[src/rtl/lives_manager.sv]
// Multi-player lives counter with per-player post-hit grace windows and the
// IDLE/PLAY/PAUSED/OVER game sequencer. All outputs come straight from registers.
module lives_manager #(
    parameter int N_PLAYERS     = 2,
    parameter int WIDTH         = 8,
    parameter int MAX_LIVES     = 99,
    parameter int DEFAULT_LIVES = 3,
    parameter int GRACE_TICKS   = 60
) (
    input  logic                         clkin,
    input  logic                         reset_n,
    input  logic                         tick,
    input  logic                         load,
    input  logic [WIDTH-1:0]             load_val,
    input  logic                         start,
    input  logic                         pause,
    input  logic [N_PLAYERS-1:0]         hit,
    input  logic [N_PLAYERS-1:0]         bonus,
    output logic [N_PLAYERS*WIDTH-1:0]   lives,
    output logic [N_PLAYERS-1:0]         alive,
    output logic [N_PLAYERS-1:0]         invuln,
    output logic [1:0]                   state,
    output logic                         game_over,
    output logic                         restart
);

    localparam int GW = $clog2(GRACE_TICKS + 1);

    localparam logic [1:0] S_IDLE   = 2'b00;
    localparam logic [1:0] S_PLAY   = 2'b01;
    localparam logic [1:0] S_PAUSED = 2'b10;
    localparam logic [1:0] S_OVER   = 2'b11;

    localparam logic [WIDTH-1:0] MAX_W   = WIDTH'(MAX_LIVES);
    localparam logic [WIDTH-1:0] DEF_W   = WIDTH'(DEFAULT_LIVES);
    localparam logic [GW-1:0]    GRACE_W = GW'(GRACE_TICKS);

    logic [WIDTH-1:0]     cnt_q   [N_PLAYERS];
    logic [WIDTH-1:0]     cnt_d   [N_PLAYERS];
    logic [GW-1:0]        grace_q [N_PLAYERS];
    logic [GW-1:0]        grace_d [N_PLAYERS];
    logic [N_PLAYERS-1:0] eff_hit;
    logic [N_PLAYERS-1:0] invuln_d;
    logic [N_PLAYERS-1:0] alive_d;
    logic [1:0]           state_d;
    logic [WIDTH-1:0]     load_clamped;
    logic                 any_alive;

    for (genvar g = 0; g < N_PLAYERS; g++) begin : g_pack
        assign lives[g*WIDTH +: WIDTH] = cnt_q[g];
    end

    // NOTE: every variable gets a default before the case so no path leaves one unassigned (no latches).
    always_comb begin
        state_d      = state;
        eff_hit      = '0;
        any_alive    = 1'b0;
        load_clamped = (load_val > MAX_W) ? MAX_W : load_val;
        for (int i = 0; i < N_PLAYERS; i++) begin
            cnt_d[i]   = cnt_q[i];
            grace_d[i] = grace_q[i];
        end

        case (state)
            S_IDLE: begin
                if (load) begin
                    for (int i = 0; i < N_PLAYERS; i++) cnt_d[i] = load_clamped;
                end
                if (start) begin
                    // The empty test looks at the value this same edge would load.
                    for (int i = 0; i < N_PLAYERS; i++) begin
                        if (cnt_d[i] != '0) any_alive = 1'b1;
                    end
                    if (!any_alive) begin
                        for (int i = 0; i < N_PLAYERS; i++) cnt_d[i] = DEF_W;
                    end
                    state_d = S_PLAY;
                end
            end

            S_PLAY: begin
                for (int i = 0; i < N_PLAYERS; i++) begin
                    eff_hit[i] = hit[i] && (cnt_q[i] != '0) && !invuln[i];
                    if (eff_hit[i] && bonus[i]) begin
                        cnt_d[i] = cnt_q[i];
                    end else if (eff_hit[i]) begin
                        cnt_d[i] = cnt_q[i] - WIDTH'(1);
                    end else if (bonus[i] && (cnt_q[i] != '0) && (cnt_q[i] < MAX_W)) begin
                        cnt_d[i] = cnt_q[i] + WIDTH'(1);
                    end

                    if (eff_hit[i]) begin
                        grace_d[i] = GRACE_W;
                    end else if (tick && (grace_q[i] != '0)) begin
                        grace_d[i] = grace_q[i] - GW'(1);
                    end

                    if (cnt_d[i] == '0) grace_d[i] = '0;
                    if (cnt_d[i] != '0) any_alive = 1'b1;
                end
                if (!any_alive) begin
                    state_d = S_OVER;
                end else if (pause) begin
                    state_d = S_PAUSED;
                end
            end

            S_PAUSED: begin
                if (start) state_d = S_PLAY;
            end

            default: begin
                if (start) begin
                    for (int i = 0; i < N_PLAYERS; i++) begin
                        cnt_d[i]   = DEF_W;
                        grace_d[i] = '0;
                    end
                    state_d = S_PLAY;
                end else if (load) begin
                    for (int i = 0; i < N_PLAYERS; i++) begin
                        cnt_d[i]   = load_clamped;
                        grace_d[i] = '0;
                    end
                    if (load_clamped != '0) state_d = S_IDLE;
                end
            end
        endcase

        for (int i = 0; i < N_PLAYERS; i++) begin
            invuln_d[i] = (grace_d[i] != '0);
            alive_d[i]  = (cnt_d[i] != '0);
        end
    end

    // NOTE: sequential state uses non-blocking assignments so every register samples pre-edge values.
    always_ff @(posedge clkin or negedge reset_n) begin
        if (!reset_n) begin
            state     <= S_IDLE;
            invuln    <= '0;
            alive     <= '0;
            game_over <= 1'b0;
            restart   <= 1'b0;
            for (int i = 0; i < N_PLAYERS; i++) begin
                cnt_q[i]   <= '0;
                grace_q[i] <= '0;
            end
        end else begin
            state     <= state_d;
            invuln    <= invuln_d;
            alive     <= alive_d;
            game_over <= (state_d == S_OVER);
            restart   <= start && ((state == S_PAUSED) || (state == S_OVER));
            for (int i = 0; i < N_PLAYERS; i++) begin
                cnt_q[i]   <= cnt_d[i];
                grace_q[i] <= grace_d[i];
            end
        end
    end

endmodule

[config.mk]
export PLATFORM = sky130hd
export DESIGN_NAME = lives_manager
export DESIGN_NICKNAME = d
export VERILOG_FILES = /design/src/rtl/lives_manager.sv
export SDC_FILE = /design/constraint.sdc
export NUM_CORES = 1
export LEC_CHECK = 0
export ABC_CLOCK_PERIOD_IN_PS = 5000
export BUFFER_PORTS_ARGS = -buffer_cell sky130_fd_sc_hd__clkbuf_2
export CAP_MARGIN = 40
export CORE_MARGIN = 3
export CORE_UTILIZATION = 54
export CTS_BUF_LIST = sky130_fd_sc_hd__clkbuf_2 sky130_fd_sc_hd__clkbuf_4 sky130_fd_sc_hd__clkbuf_8
export DETAILED_ROUTE_END_ITERATION = 7
export HOLD_SLACK_MARGIN = 0.05
export PLACE_DENSITY = 0.72
export SETUP_SLACK_MARGIN = 0.2
export SYNTH_ARGS = -nofsm -noshare
export SYNTH_HDL_FRONTEND = slang
export SYNTH_SLANG_ARGS = --single-unit
[constraint.sdc]
create_clock -name clkin -period 5 [get_ports clkin]
set_clock_uncertainty 0.15 [all_clocks]
set_input_delay 1 -clock clkin [delete_from_list [all_inputs] [get_ports clkin]]
set_output_delay 1 -clock clkin [all_outputs]
set_load 0.02 [all_outputs]
==> qor.csv <==
metric,value,unit
cp_cell_sequence,"inv_1, ha_1, or4bb_1, or3_1, xnor2_1, o21ai_0, nand4_1, or2_2, a32oi_1, o211ai_1, or4_1",
syn_nets,427,
finish.utilization,0.620,
vias,3281,
syn_inst,399,
p_int,1.09,mW
r2r_slack,1140,ps
fin_crit,3860,ps
clock-sinks,36,
start_kind,flop,
finalNonFillerCells,499,
power.switching,1.14,mW
clk_pin_slew,70,ps
timing.hold.ws,363,ps
setup_viol,0,
leakagePower,1.45,nW
cts_resized,0,
r2r_cells,11,
tightest_slew,857,ps
grt_max_degree,35,
initial_core_util,0.563,
cts_tree,yes,
vdd_drop_max,347,µV
numCtsBuffers,5,
dieHeight,82.2,µm
rr_endpoint,invuln[0]$_DFF_PN0_,
fin_tns_setup,0,ps
ys_seq_area_frac,0.287,
die-area,0.00676,mm²
die_w,82.2,µm
fmax,259,MHz
syn_area,0.00314,mm²
synth_edf_count,0,
worst-setup-path-type,reg -> reg,
portBuffers,41,
synth_top_cell_by_area,dfrtp_1,
antenna_cells,0,
crit_path_top_delay_cell,or4bb_1,
place.gp.congestion,0.902,
powerDensity,645,mW/mm²
routed_via_density,6.58,
yosysMostFrequentCell,nand2_1,
core_area,0.00557,mm²
postRouteAntennaNets,0,
clockRootBuffer,clkbuf_8,
slew_headroom,0.429,
path_delay_family,simple AND/OR/NAND/NOR gates,
synth.distinct_cells,78,
cp_num_buf_inv,1,
slew_viol_final,0,
p_sw_frac,0.513,
ios,42,
ys_top_cells_by_area,"dfrtp_1, nand2_1, o21ai_0, nor2_1, a21oi_1",
synth-main-ff-cell,dfrtp_1,
grt_usage,0.268,
status,"complete, no violations",
critical-path-max-stage-delay,550,ps
wl_per_cell,17.4,µm
antenna_found_initial,0,
reg2reg_from,lives[0]$_DFF_PN0_,
cp.arrival,3870,ps
wirelength,8.66,mm
hold_class,in -> async,
grt_pass1_vias,2943,
p_clk_frac,0.115,
cap_violations,0,
synth_seq_cells,36,
yosysTopAreaCellShare,0.287,
hold_viol,0,
async_flop_share,1.00,
rsz0062_at_grt,false,
post-place-cells,491,
worstPathMaxFanout,8,
worstPathRequired,5010,ps
pwr-share-comb,0.582,
htree_levels,2,
ys_warn_count,0,
cts_setup_buffers,0,
syn_area_per_cell,7.87,µm²
synthTopCellsByCount,"nand2_1, dfrtp_1, nor2_1",
dp_hpwl,6.45,mm
rows,27,
syn2layout_area_growth,10.1,%
clkLatencyLatePin,290,ps
cts_max_path_buffers,2,
drc,0,
finalCritPeriodShare,0.772,
layout-drive-gt1-share,0.171,
overflow,0,
pwr-share-seq,0.303,
fin_nets,454,
first_pass_iters,6,
fillers,535,
dr.first_iter.drc_count,336,
grt_pass1_wl,14.2,mm
hold_buffers,0,
endpoint_kind,flop,
[power groups by stage]
stage | combinational, mW | sequential, mW | clock (mW)
floorplan | 1.02 | 0.601 | 0
global placement | 1.26 | 0.673 | 0
detailed placement | 1.28 | 0.670 | 0
CTS | 1.29 | 0.665 | 0.261
global route | 1.45 | 0.705 | 0.274
finish | 1.30 | 0.675 | 0.257
[worst max path at each step]
stage / startpoint / to / slack [ps] / cells after the start
finish: lives[0]$_DFF_PN0_ / invuln[0]$_DFF_PN0_ / 1140 / 11
CTS: lives[0]$_DFF_PN0_ / invuln[0]$_DFF_PN0_ / 1160 / 11
floorplan: bonus[0] / invuln[0]$_DFF_PN0_ / 1220 / 10
detailed placement: bonus[0] / invuln[0]$_DFF_PN0_ / 890 / 10
global placement: bonus[0] / invuln[0]$_DFF_PN0_ / 960 / 10
global route: lives[1]$_DFF_PN0_ / invuln[0]$_DFF_PN0_ / 860 / 11
[kinds of logic (layout without fill, tap and decap cells)]
| kind of cell | Yosys count | after routing | share of synthesized area |
|---|---|---|---|
| AOI/OAI and AO/OA | 130 | 130 | 0.283 |
| xor gates and xnor gates | 7 | 7 | 0.0219 |
| adders and majority gates | 10 | 10 | 0.0399 |
| buffers and inverters | 36 | 64 | 0.0518 |
| DFF | 36 | 36 | 0.287 |
| muxes | 7 | 7 | 0.0227 |
| and+or+nand+nor | 173 | 173 | 0.293 |
[registers in the layout, indices dropped and copies added (netlist names)]
signal	flops
invuln	2
grace_q	12
restart	1
state	2
alive	2
lives	16
game_over	1
[layout by cell type (no fill, tap or decap), drive strengths merged, types with 4 or more instances in the layout]
cell type	count
or2	5
ha	10
o221ai	6
mux2i	6
nor2	35
clkbuf	47
or3	9
xnor2	5
nand3	8
a21oi	25
a22oi	7
inv	14
nand2b	8
a211oi	5
nor4	11
and2	4
dfrtp	36
a21o	5
or4	5
nand2	47
nor2b	5
nor3	13
nand4	5
a31oi	7
o21ai	34
[metal layers]
metal / GRT usage / share of wire
met1: 0.390 / 0.46
met2: 0.416 / 0.45
met3: 0.0369 / 0.074
met4: 0.0731 / 0.016
met5: 0 / 0
[stage by stage]
stage	setup slack, ps	total power, mW	instance area (µm²)
6_report	1140	2.23	3460
5_1_grt	860	2.43	3460
4_1_cts	1160	2.21	3460
3_5_place_dp	888	1.95	3340
3_3_place_gp	956	1.94	3320
2_1_floorplan	1220	1.62	3140
[final cells by class]
cell class / count / area [µm²] / share of cell area
multi-input combinational: 327 / 2080 / 0.601
inverter: 14 / 52.6 / 0.0152
sequential: 36 / 901 / 0.261
clock inverter: 2 / 35.0 / 0.0101
clock buffer: 6 / 76.3 / 0.0221
tap: 72 / 90.1 / 0.0261
timing repair buffer: 42 / 225 / 0.0652
Note: power is estimated with default switching activity, not from simulation.
